`src/rtl/iq_demod_param.sv`:
```
// iq_demod_param: fs/4 I/Q demodulator with an integrated quarter-rate LO.
// Rotates each accepted I/Q sample by the LO phase (direction set by DIR),
// using saturating negation with a sticky overflow flag. Output is
// registered with one cycle of latency.
// Optional feature macro: IQ_DEMOD_AVG_EN (2-tap averaging output stage).
module iq_demod_param #(
    parameter int unsigned W      = 7,
    parameter int unsigned DIR    = 0,
    parameter int unsigned PHASE0 = 0
) (
    input  logic                clk,
    input  logic                resetn,
    input  logic                ADC_rdy,
    input  logic signed [W-1:0] I_IF,
    input  logic signed [W-1:0] Q_IF,
    input  logic                phase_clr,
    output logic signed [W-1:0] I_BB,
    output logic signed [W-1:0] Q_BB,
    output logic                demod_rdy,
    output logic [1:0]          lo_phase,
    output logic                ovf
);

    typedef enum logic [1:0] {
        PH_0 = 2'd0,
        PH_1 = 2'd1,
        PH_2 = 2'd2,
        PH_3 = 2'd3
    } phase_e;

    localparam logic [1:0]          PH0   = 2'(PHASE0);
    localparam logic signed [W-1:0] S_MIN = {1'b1, {(W-1){1'b0}}};
    localparam logic signed [W-1:0] S_MAX = {1'b0, {(W-1){1'b1}}};

    // Saturating negation: returns {saturated, -x}
    function automatic logic [W:0] neg_sat(input logic signed [W-1:0] x);
        if (x == S_MIN) begin
            return {1'b1, S_MAX};
        end
        return {1'b0, -x};
    endfunction

    phase_e              phase_q, phase_d;
    logic                ovf_q, ovf_d;
    logic                demod_rdy_q, demod_rdy_d;
    logic signed [W-1:0] i_bb_q, i_bb_d;
    logic signed [W-1:0] q_bb_q, q_bb_d;

    logic [1:0]          phase_use;
    logic [1:0]          rot;
    logic [W:0]          neg_i, neg_q;
    logic signed [W-1:0] mix_i, mix_q;
    logic                sat;
    logic signed [W-1:0] out_i, out_q;

    // Mixer: pick the LO phase for this sample and rotate the input
    always_comb begin
        phase_use = phase_clr ? PH0 : phase_q;
        // The conjugate rotation is the forward rotation at phase -p (mod 4)
        rot   = (DIR != 0) ? 2'(2'd0 - phase_use) : phase_use;
        neg_i = neg_sat(I_IF);
        neg_q = neg_sat(Q_IF);
        mix_i = I_IF;
        mix_q = Q_IF;
        sat   = 1'b0;
        case (rot)
            2'd0: begin
                mix_i = I_IF;
                mix_q = Q_IF;
            end
            2'd1: begin
                mix_i = Q_IF;
                mix_q = neg_i[W-1:0];
                sat   = neg_i[W];
            end
            2'd2: begin
                mix_i = neg_i[W-1:0];
                mix_q = neg_q[W-1:0];
                sat   = neg_i[W] | neg_q[W];
            end
            default: begin
                mix_i = neg_q[W-1:0];
                mix_q = I_IF;
                sat   = neg_q[W];
            end
        endcase
    end

`ifdef IQ_DEMOD_AVG_EN
    logic signed [W-1:0] hist_i_q, hist_i_d;
    logic signed [W-1:0] hist_q_q, hist_q_d;
    logic signed [W-1:0] hist_i_use, hist_q_use;
    logic signed [W:0]   sum_i, sum_q;

    // 2-tap average; a coincident phase_clr averages against cleared history
    always_comb begin
        hist_i_use = phase_clr ? '0 : hist_i_q;
        hist_q_use = phase_clr ? '0 : hist_q_q;
        sum_i      = {mix_i[W-1], mix_i} + {hist_i_use[W-1], hist_i_use};
        sum_q      = {mix_q[W-1], mix_q} + {hist_q_use[W-1], hist_q_use};
        out_i      = sum_i[W:1];
        out_q      = sum_q[W:1];
        hist_i_d   = hist_i_q;
        hist_q_d   = hist_q_q;
        if (ADC_rdy) begin
            hist_i_d = mix_i;
            hist_q_d = mix_q;
        end else if (phase_clr) begin
            hist_i_d = '0;
            hist_q_d = '0;
        end
    end

    // Averaging history registers
    always_ff @(posedge clk or negedge resetn) begin
        if (!resetn) begin
            hist_i_q <= '0;
            hist_q_q <= '0;
        end else begin
            hist_i_q <= hist_i_d;
            hist_q_q <= hist_q_d;
        end
    end
`else
    // Direct output: mixed sample passes straight to the output register
    always_comb begin
        out_i = mix_i;
        out_q = mix_q;
    end
`endif

    // Next-state: phase advance, sticky overflow, output capture
    always_comb begin
        phase_d     = phase_q;
        ovf_d       = ovf_q;
        demod_rdy_d = ADC_rdy;
        i_bb_d      = i_bb_q;
        q_bb_d      = q_bb_q;
        if (ADC_rdy) begin
            phase_d = phase_e'(phase_use + 2'd1);
            ovf_d   = (ovf_q & ~phase_clr) | sat;
            i_bb_d  = out_i;
            q_bb_d  = out_q;
        end else if (phase_clr) begin
            phase_d = phase_e'(PH0);
            ovf_d   = 1'b0;
        end
    end

    // State and output registers
    always_ff @(posedge clk or negedge resetn) begin
        if (!resetn) begin
            phase_q     <= phase_e'(PH0);
            ovf_q       <= 1'b0;
            demod_rdy_q <= 1'b0;
            i_bb_q      <= '0;
            q_bb_q      <= '0;
        end else begin
            phase_q     <= phase_d;
            ovf_q       <= ovf_d;
            demod_rdy_q <= demod_rdy_d;
            i_bb_q      <= i_bb_d;
            q_bb_q      <= q_bb_d;
        end
    end

    assign I_BB      = i_bb_q;
    assign Q_BB      = q_bb_q;
    assign demod_rdy = demod_rdy_q;
    assign lo_phase  = phase_q;
    assign ovf       = ovf_q;

endmodule

```
`config.mk`:
```
export PLATFORM = sky130hd
export DESIGN_NAME = iq_demod_param
export DESIGN_NICKNAME = d
export VERILOG_FILES = /design/src/rtl/iq_demod_param.sv
export SDC_FILE = /design/constraint.sdc
export NUM_CORES = 1
export LEC_CHECK = 0
export ABC_AREA = 1
export CAP_MARGIN = 5
export CORE_UTILIZATION = 35
export DETAILED_ROUTE_END_ITERATION = 10
export DONT_BUFFER_PORTS = 1
export HOLD_SLACK_MARGIN = 0.03
export PLACE_DENSITY = 0.46
export SKIP_CTS_REPAIR_TIMING = 1
export SLEW_MARGIN = 15
export SYNTH_ARGS = -nofsm -noshare
export SYNTH_HDL_FRONTEND = slang
export SYNTH_SLANG_ARGS = --single-unit
```
`constraint.sdc`:
```
create_clock -name clk -period 3.3 [get_ports clk]
set_input_delay 0.33 -clock clk [delete_from_list [all_inputs] [get_ports clk]]
set_output_delay 0.33 -clock clk [all_outputs]
set_load 0.03 [all_outputs]
```
==> flow_summary.ini, run 1 <==
[setup_path]
worstPathBufferInverterCount = 2
path_cells = nand2_1 > inv_1 > ha_1 > inv_1 > o21ai_0 > nor2_1 > o21ai_1 > nand2_1
r2r_setup_slack_ns = 0.90
critPathRequiredTime_ns = 3.46
slowest_stage = ha_1
worstReg2RegStart = lo_phase[0]$_DFF_PN0_
cp.arrival_ns = 2.56
crit_path_end_kind = register
r2r_end = ovf$_DFFE_PN0P_
max_stage_delay_ns = 0.72
path_max_fanout = 24
startpoint_type = register
path_delay_family = adder cells
criticalPathCategory = reg2reg
r2r_cells = 8

[yosys]
ys_seq_elements = 18
yosysSeqAreaShare = 0.308
yosys_warnings = 0
syn_area_sq_mm = 0.00146
synth_nets = 244
yosysUniqueCellTypes = 24
avgSynthCellArea_sq_um = 6.65
syn_inst = 220

[layout]
final_cells = 267
antenna_cells = 0
fillers = 422
area_growth_pct = 6.15
drive_gt1_frac = 0.101
final_core_util = 0.388
final_cell_mix = 73 x nand2_1, 22 x inv_1, 19 x nand3_1, 18 x dfrtp_1, 18 x a21oi_1
layout.nets = 242
final_area_sq_mm = 0.00155
layout_commonest_cell = nand2_1

[min_path]
whs_endpoint = demod_rdy$_DFF_PN0_
worstHoldPathCells = 0
hp-class = in2reg
hold_start = ADC_rdy

[flow_run]
cap_violations = 0

[status]
status = finished clean

[clock_tree]
clk_latency_ns = 0.26
cts_max_level = 1
clkTransAtPathRegs_ns = 0.08
cts_tree = built
cts_buffers = 3
clockBufferDepth = 2
cts_root_buf = clkbuf_8
clock_sinks = 18

[placement]
place_congestion = 0.848
place_ws_ns = 0.960
dpl_cell_area_sq_mm = 0.00149
port_buffers = 0
dp_hpwl_mm = 2.96
place_inst = 262

[routing]
top_layer = met4
vias = 1451
dr_wl_met3_um = 394
avgViaCountPerCell = 5.43
antenna_left = 0
drc = 0
wl_met1_mm = 1.79
drt_iter0_markers = 61
avgRoutedWirePerCell_um = 15.6
firstDrtPassIters = 4
routed_wl_mm = 4.18
wl_met2_mm = 1.87

[global_route]
track_usage = 0.204
grt_pass1_vias = 1368
grt_pass1_wl_mm = 6.58
overflow = 0
antenna_found_initial = 0
grt_start_max_net_pins = 25

[die]
die_area_sq_mm = 0.00444
std_cell_rows = 23
die_y_um = 66.7
core-area_sq_mm = 0.00400
dieWidth_um = 66.7
io_pins = 36
initial_core_util = 0.366

[timing]
whs_ns = 0.0954
layout_setup_ws_ns = 0.901
period_share = 0.727
fin_setup_tns_ns = 0
skew_ns = 0.00584
max_freq_mhz = 417
hold_viol_final = 0
slew_headroom = 0.418
final_max_slew_viol_count = 0
setup_viol = 0
period_minus_slack_ns = 2.40
rsz0062_at_grt = false
worst_pin_slew_ns = 0.870

[power]
ir_drop_v = 0.000183
leakagePower_nw = 0.815
p_per_area_mw_per_mm2 = 445
total_power_uw = 692
-- flip-flops by register name (all words and copies together) (netlist names) --
| register | count |
|---|---|
| demod_rdy | 1 |
| ovf | 1 |
| I_BB | 7 |
| Q_BB | 7 |
| lo_phase | 2 |
-- synth_stat cells --
library cell	number	share of area
nand4_1	5	0.021
o21ai_1	9	0.031
o21ai_2	1	0.0060
xor2_1	2	0.012
clkbuf_1	2	0.0051
nand3_4	1	0.012
inv_1	22	0.056
nor2_1	12	0.031
nand2_2	4	0.017
dfrtp_1	18	0.31
o21ai_0	3	0.010
nand3_1	19	0.065
a21oi_1	18	0.062
a221oi_1	6	0.036
o21bai_1	1	0.0051
buf_2	6	0.021
nor2_4	1	0.0077
nand3_2	3	0.021
ha_1	6	0.051
inv_2	5	0.013
nor3_4	1	0.011
nand2_1	73	0.19
nor2_2	1	0.0043
nand2_4	1	0.0077
-- report_power, final --
group	internal (mW)	leakage (nW)	switching [mW]	total (mW)
Sequential	0.253	0.221	0.0897	0.342
Clock	0.106	0.0288	0.0856	0.192
Combinational	0.0575	0.565	0.100	0.158
Total	0.416	0.815	0.275	0.692
-- worst max-delay path by stage --
| stage | from | endpoint | slack [ns] | depth (start not counted) |
|---|---|---|---|---|
| after global placement | lo_phase[0]$_DFF_PN0_ | ovf$_DFFE_PN0P_ | 1.00 | 8 |
| after global routing | lo_phase[0]$_DFF_PN0_ | ovf$_DFFE_PN0P_ | 0.61 | 8 |
| final | lo_phase[0]$_DFF_PN0_ | ovf$_DFFE_PN0P_ | 0.90 | 8 |
| after CTS | lo_phase[0]$_DFF_PN0_ | ovf$_DFFE_PN0P_ | 0.94 | 8 |
| after detailed placement | lo_phase[0]$_DFF_PN0_ | ovf$_DFFE_PN0P_ | 0.96 | 8 |
| after floorplan | lo_phase[0]$_DFF_PN0_ | I_BB[4]$_DFFE_PN0P_ | 1.62 | 8 |
-- worst register-to-register path: stages, from the launching register on --
cell	delay [ns]
dfrtp_1	0.52
nand2_1	0.18
inv_1	0.12
ha_1	0.72
inv_1	0.34
o21ai_0	0.16
nor2_1	0.07
o21ai_1	0.13
nand2_1	0.06
-- cell families after synthesis --
family | count (synthesis) | synth area share
simple gates | 121 | 0.385
compound gates | 38 | 0.150
buf+inv | 35 | 0.0949
flops | 18 | 0.308
fa+ha+maj | 6 | 0.0513
xor+xnor | 2 | 0.0120
-- final cells by class --
class                   count  area, sq um  share of cell area
clock buffers               4         55.1              0.0354
well taps                  50         62.6              0.0403
flip-flops and latches     18          450               0.290
repair buffers              1         10.0             0.00644
multi-input cells         167          875               0.563
inverters                  27          101              0.0652
-- metal layers --
metal  up-vias  global-route usage
li1        708                   -
met1       678               0.249
met2        54               0.321
met3        11              0.0599
met4         0               0.104
met5         -                   0
Note: power is estimated with default switching activity, not from simulation.
==> run 2, diff against run 1 <==
PLACE_DENSITY = 0.48   (was 0.46)
clock period = 2 ns   (was 3.3 ns; I/O delays follow)
==> flow_summary.ini, run 2 (synthesis gave the netlist of run 1 again) <==
[power]
swShare = 0.391
clkPwrFrac = 0.269
leakagePower_nw = 0.835
p_per_area_mw_per_mm2 = 720
ir_drop_v = 0.000457
p_sw_uw = 447
seq_power_share = 0.487
p_int_uw = 696
combPwrFrac = 0.244

[die]
std_cell_rows = 23
io_pins = 36
die_area_sq_mm = 0.00444
initial_core_util = 0.366
dieWidth_um = 66.7
die_y_um = 66.7
core-area_sq_mm = 0.00400

[routing]
drt_iter0_markers = 73
firstDrtPassIters = 4
routed_wl_mm = 4.19
avgViaCountPerCell = 5.41
avgRoutedWirePerCell_um = 15.5
vias = 1466
antenna_left = 0
drc = 0

[setup_path]
worstReg2RegStart = lo_phase[0]$_DFF_PN0_
startpoint_type = register
criticalPathCategory = reg2reg
critPathRequiredTime_ns = 2.19
r2r_end = I_BB[6]$_DFFE_PN0P_
critPathLaunch = lo_phase[0]$_DFF_PN0_
r2r_setup_slack_ns = 0.25
r2r_cells = 7
crit_path_end_kind = register
path_max_fanout = 13
cp.arrival_ns = 1.94
crit_path_end = I_BB[6]$_DFFE_PN0P_

[global_route]
grt_pass1_vias = 1379
grt_pass1_wl_mm = 6.76
track_usage = 0.207
overflow = 0
grt_start_max_net_pins = 24
antenna_found_initial = 0

[clock_tree]
clock_sinks = 18
cts_root_buf = clkbuf_8
cts_buffers = 3
clk_latency_ns = 0.26
clkTransAtPathRegs_ns = 0.07
clockBufferDepth = 2
cts_max_level = 1
cts_tree = built

[timing]
final_max_slew_viol_count = 0
period_minus_slack_ns = 1.75
skew_ns = 0.00353
slew_headroom = 0.404
worst_pin_slew_ns = 0.891
hold_viol_final = 0
rsz0062_at_grt = false
fin_setup_tns_ns = 0
whs_ns = 0.0598
max_freq_mhz = 572
setup_viol = 0
period_share = 0.875

[placement]
place_congestion = 0.899
dp_hpwl_mm = 2.98
place_inst = 265
port_buffers = 0

[status]
status = finished clean

[layout]
antenna_cells = 0
area_growth_pct = 8.38
final_core_util = 0.397
drive_gt1_frac = 0.113
layout.nets = 246
layout_commonest_cell = nand2_1
final_cells = 271
fillers = 435
final_cell_mix = 73 x nand2_1, 22 x inv_1, 19 x nand3_1, 18 x dfrtp_1, 18 x a21oi_1

[flow_run]
cap_violations = 0

[min_path]
hp-class = in2reg
## run 2: cell types whose count changed in the layout (fill, tap and decap cells not counted), sizes merged
cell / change
buf: +3
dlygate4sd3: +1
## run 2: area by class of cell
cell class | count | area, sq um | share of cell area
clock buffer | 4 | 55.1 | 0.0347
inverter | 27 | 101 | 0.0639
multi-input combinational | 167 | 875 | 0.551
sequential | 18 | 450 | 0.284
tap | 50 | 62.6 | 0.0394
timing repair buffer | 5 | 42.5 | 0.0268
## run 2: worst max-delay path, cell delays in order (launching register included)
cell and delay (ns):
dfrtp_1 0.36, nand2_1 0.13, inv_1 0.12, ha_1 0.46, inv_1 0.17, o21ai_0 0.20
o21ai_1 0.10, a21oi_1 0.14
## run 2: layer usage
| metal | up-vias | track usage | wire length (um) |
|---|---|---|---|
| met2 | 72 | 0.331 | 2010 |
| met3 | 6 | 0.0616 | 332 |
| met4 | 0 | 0.0745 | 94 |
| met1 | 671 | 0.259 | 1760 |
| li1 | 717 | - | - |
| met5 | - | 0 | 0 |
## run 2: worst min-delay path by stage
stage                  from                     to  slack (ns)  cells past startpoint
floorplan            resetn    I_BB[0]$_DFFE_PN0P_        -0.1                      0
global placement     resetn    Q_BB[3]$_DFFE_PN0P_        -0.1                      0
detailed placement   resetn    Q_BB[3]$_DFFE_PN0P_        -0.1                      0
CTS                  resetn    I_BB[4]$_DFFE_PN0P_       -0.38                      0
global route        ADC_rdy  lo_phase[1]$_DFF_PN0_        0.07                      1
finish              ADC_rdy  lo_phase[1]$_DFF_PN0_        0.06                      1
## run 2: metrics by stage
stage | cell area, sq um | setup slack, ns | power (mW)
after CTS | 1570 | 0.282 | 1.15
after global routing | 1590 | 0.108 | 1.23
after floorplan | 1460 | 0.324 | 0.772
after global placement | 1510 | 0.366 | 0.828
final | 1590 | 0.250 | 1.14
after detailed placement | 1510 | 0.324 | 0.833
## run 2: power groups by stage
stage | clock (mW) | sequential, mW | combinational, mW
2_1_floorplan | 0 | 0.564 | 0.207
3_3_place_gp | 0 | 0.563 | 0.265
3_5_place_dp | 0 | 0.565 | 0.267
4_1_cts | 0.323 | 0.559 | 0.269
5_1_grt | 0.339 | 0.565 | 0.323
6_report | 0.308 | 0.556 | 0.279
==> run 3, diff against run 2 <==
CORE_MARGIN = 2   (was default)
==> flow_summary.ini, run 3 (synthesis gave the netlist of run 1 again) <==
[setup_path]
worstReg2RegStart = lo_phase[0]$_DFF_PN0_
critPathRequiredTime_ns = 2.16
path_max_fanout = 13
startpoint_type = register
crit_path_end_kind = register
criticalPathCategory = reg2reg
critPathLaunch = lo_phase[0]$_DFF_PN0_
cp.arrival_ns = 1.86

[routing]
antenna_left = 0
vias = 1451
drt_iter0_markers = 76
drc = 0
avgRoutedWirePerCell_um = 15.7
routed_wl_mm = 4.26
avgViaCountPerCell = 5.33
firstDrtPassIters = 4

[timing]
period_share = 0.849
worst_pin_slew_ns = 0.943
fin_setup_tns_ns = 0
setup_viol = 0
max_freq_mhz = 589
rsz0062_at_grt = false
skew_ns = 0.00468
hold_viol_final = 0
final_max_slew_viol_count = 0
period_minus_slack_ns = 1.70
slew_headroom = 0.369

[placement]
dp_hpwl_mm = 3.07
place_congestion = 0.919
place_inst = 265
port_buffers = 0

[clock_tree]
cts_max_level = 1
clock_sinks = 18
clockBufferDepth = 2
clk_latency_ns = 0.26
cts_root_buf = clkbuf_8
clkTransAtPathRegs_ns = 0.08
cts_buffers = 3
cts_tree = built

[layout]
layout_commonest_cell = nand2_1
layout.nets = 246
final_cells = 272
drive_gt1_frac = 0.113
area_growth_pct = 8.55
final_cell_mix = 73 x nand2_1, 22 x inv_1, 19 x nand3_1, 18 x dfrtp_1, 18 x a21oi_1

[die]
dieWidth_um = 68.7
io_pins = 36
die_y_um = 68.7
die_area_sq_mm = 0.00472
core-area_sq_mm = 0.00400
std_cell_rows = 23
initial_core_util = 0.366

[min_path]
hp-class = in2reg
hold_start = ADC_rdy

[global_route]
overflow = 0
track_usage = 0.195
grt_pass1_vias = 1380
grt_pass1_wl_mm = 6.84
antenna_found_initial = 1
grt_start_max_net_pins = 24

[power]
p_per_area_mw_per_mm2 = 727
ir_drop_v = 0.000219
leakagePower_nw = 0.835

[status]
status = finished clean

[flow_run]
cap_violations = 0
## run 3: changes by cell type in the layout (fill, tap and decap cells not counted)
cell,delta
diode_2,+1
## run 3: metal layers
metal	part of all wire	global-route usage	vias to the layer above
met1	0.45	0.255	672
li1	-	-	719
met2	0.46	0.322	54
met3	0.084	0.0422	6
met5	0	0	-
met4	0.0085	0.0575	0
## run 3: worst paths after layout
path                                          to  slack [ns]  cells after the start
setup / recovery             I_BB[2]$_DFFE_PN0P_        0.30                      7
hold / removal             lo_phase[1]$_DFF_PN0_        0.06                      1
setup reg to reg             I_BB[2]$_DFFE_PN0P_        0.30                      7
hold reg to reg            lo_phase[1]$_DFF_PN0_        0.65                      2
max in group asynchronous        ovf$_DFFE_PN0P_        0.90                      1
min in group asynchronous  lo_phase[1]$_DFF_PN0_        0.53                      1
## run 3: worst max-delay path: stages, from the launching register on
cell,delay [ns]
dfrtp_1,0.40
nand2_1,0.15
inv_1,0.09
ha_1,0.37
a221oi_1,0.36
nand2_1,0.09
nand3_1,0.08
nand2_1,0.05
## run 3: final cells by class
| cell class | count | area [sq um] |
|---|---|---|
| repair buffers | 5 | 42.5 |
| fillers | 439 | 2410 |
| flip-flops and latches | 18 | 450 |
| multi-input cells | 167 | 875 |
| inverters | 27 | 101 |
| clock buffers | 4 | 55.1 |
| well taps | 50 | 62.6 |
| diodes | 1 | 2.50 |
## run 3: metrics by stage
step	hold WS, ns	worst slack, ns	instance area (sq um)	total power [mW]	util
5_1_grt	0.0598	0.143	1590	1.22	0.397
3_3_place_gp	-0.0951	0.365	1510	0.829	0.378
3_5_place_dp	-0.0949	0.338	1510	0.833	0.378
4_1_cts	-0.384	0.307	1570	1.16	0.392
2_1_floorplan	-0.0956	0.324	1460	0.772	-
6_report	0.0559	0.302	1590	1.15	0.397
## run 3: where the power goes
part           total [mW]  internal, mW  switching [mW]
Clock               0.319         0.175           0.144
Sequential          0.556         0.417           0.140
Combinational       0.279         0.104           0.176
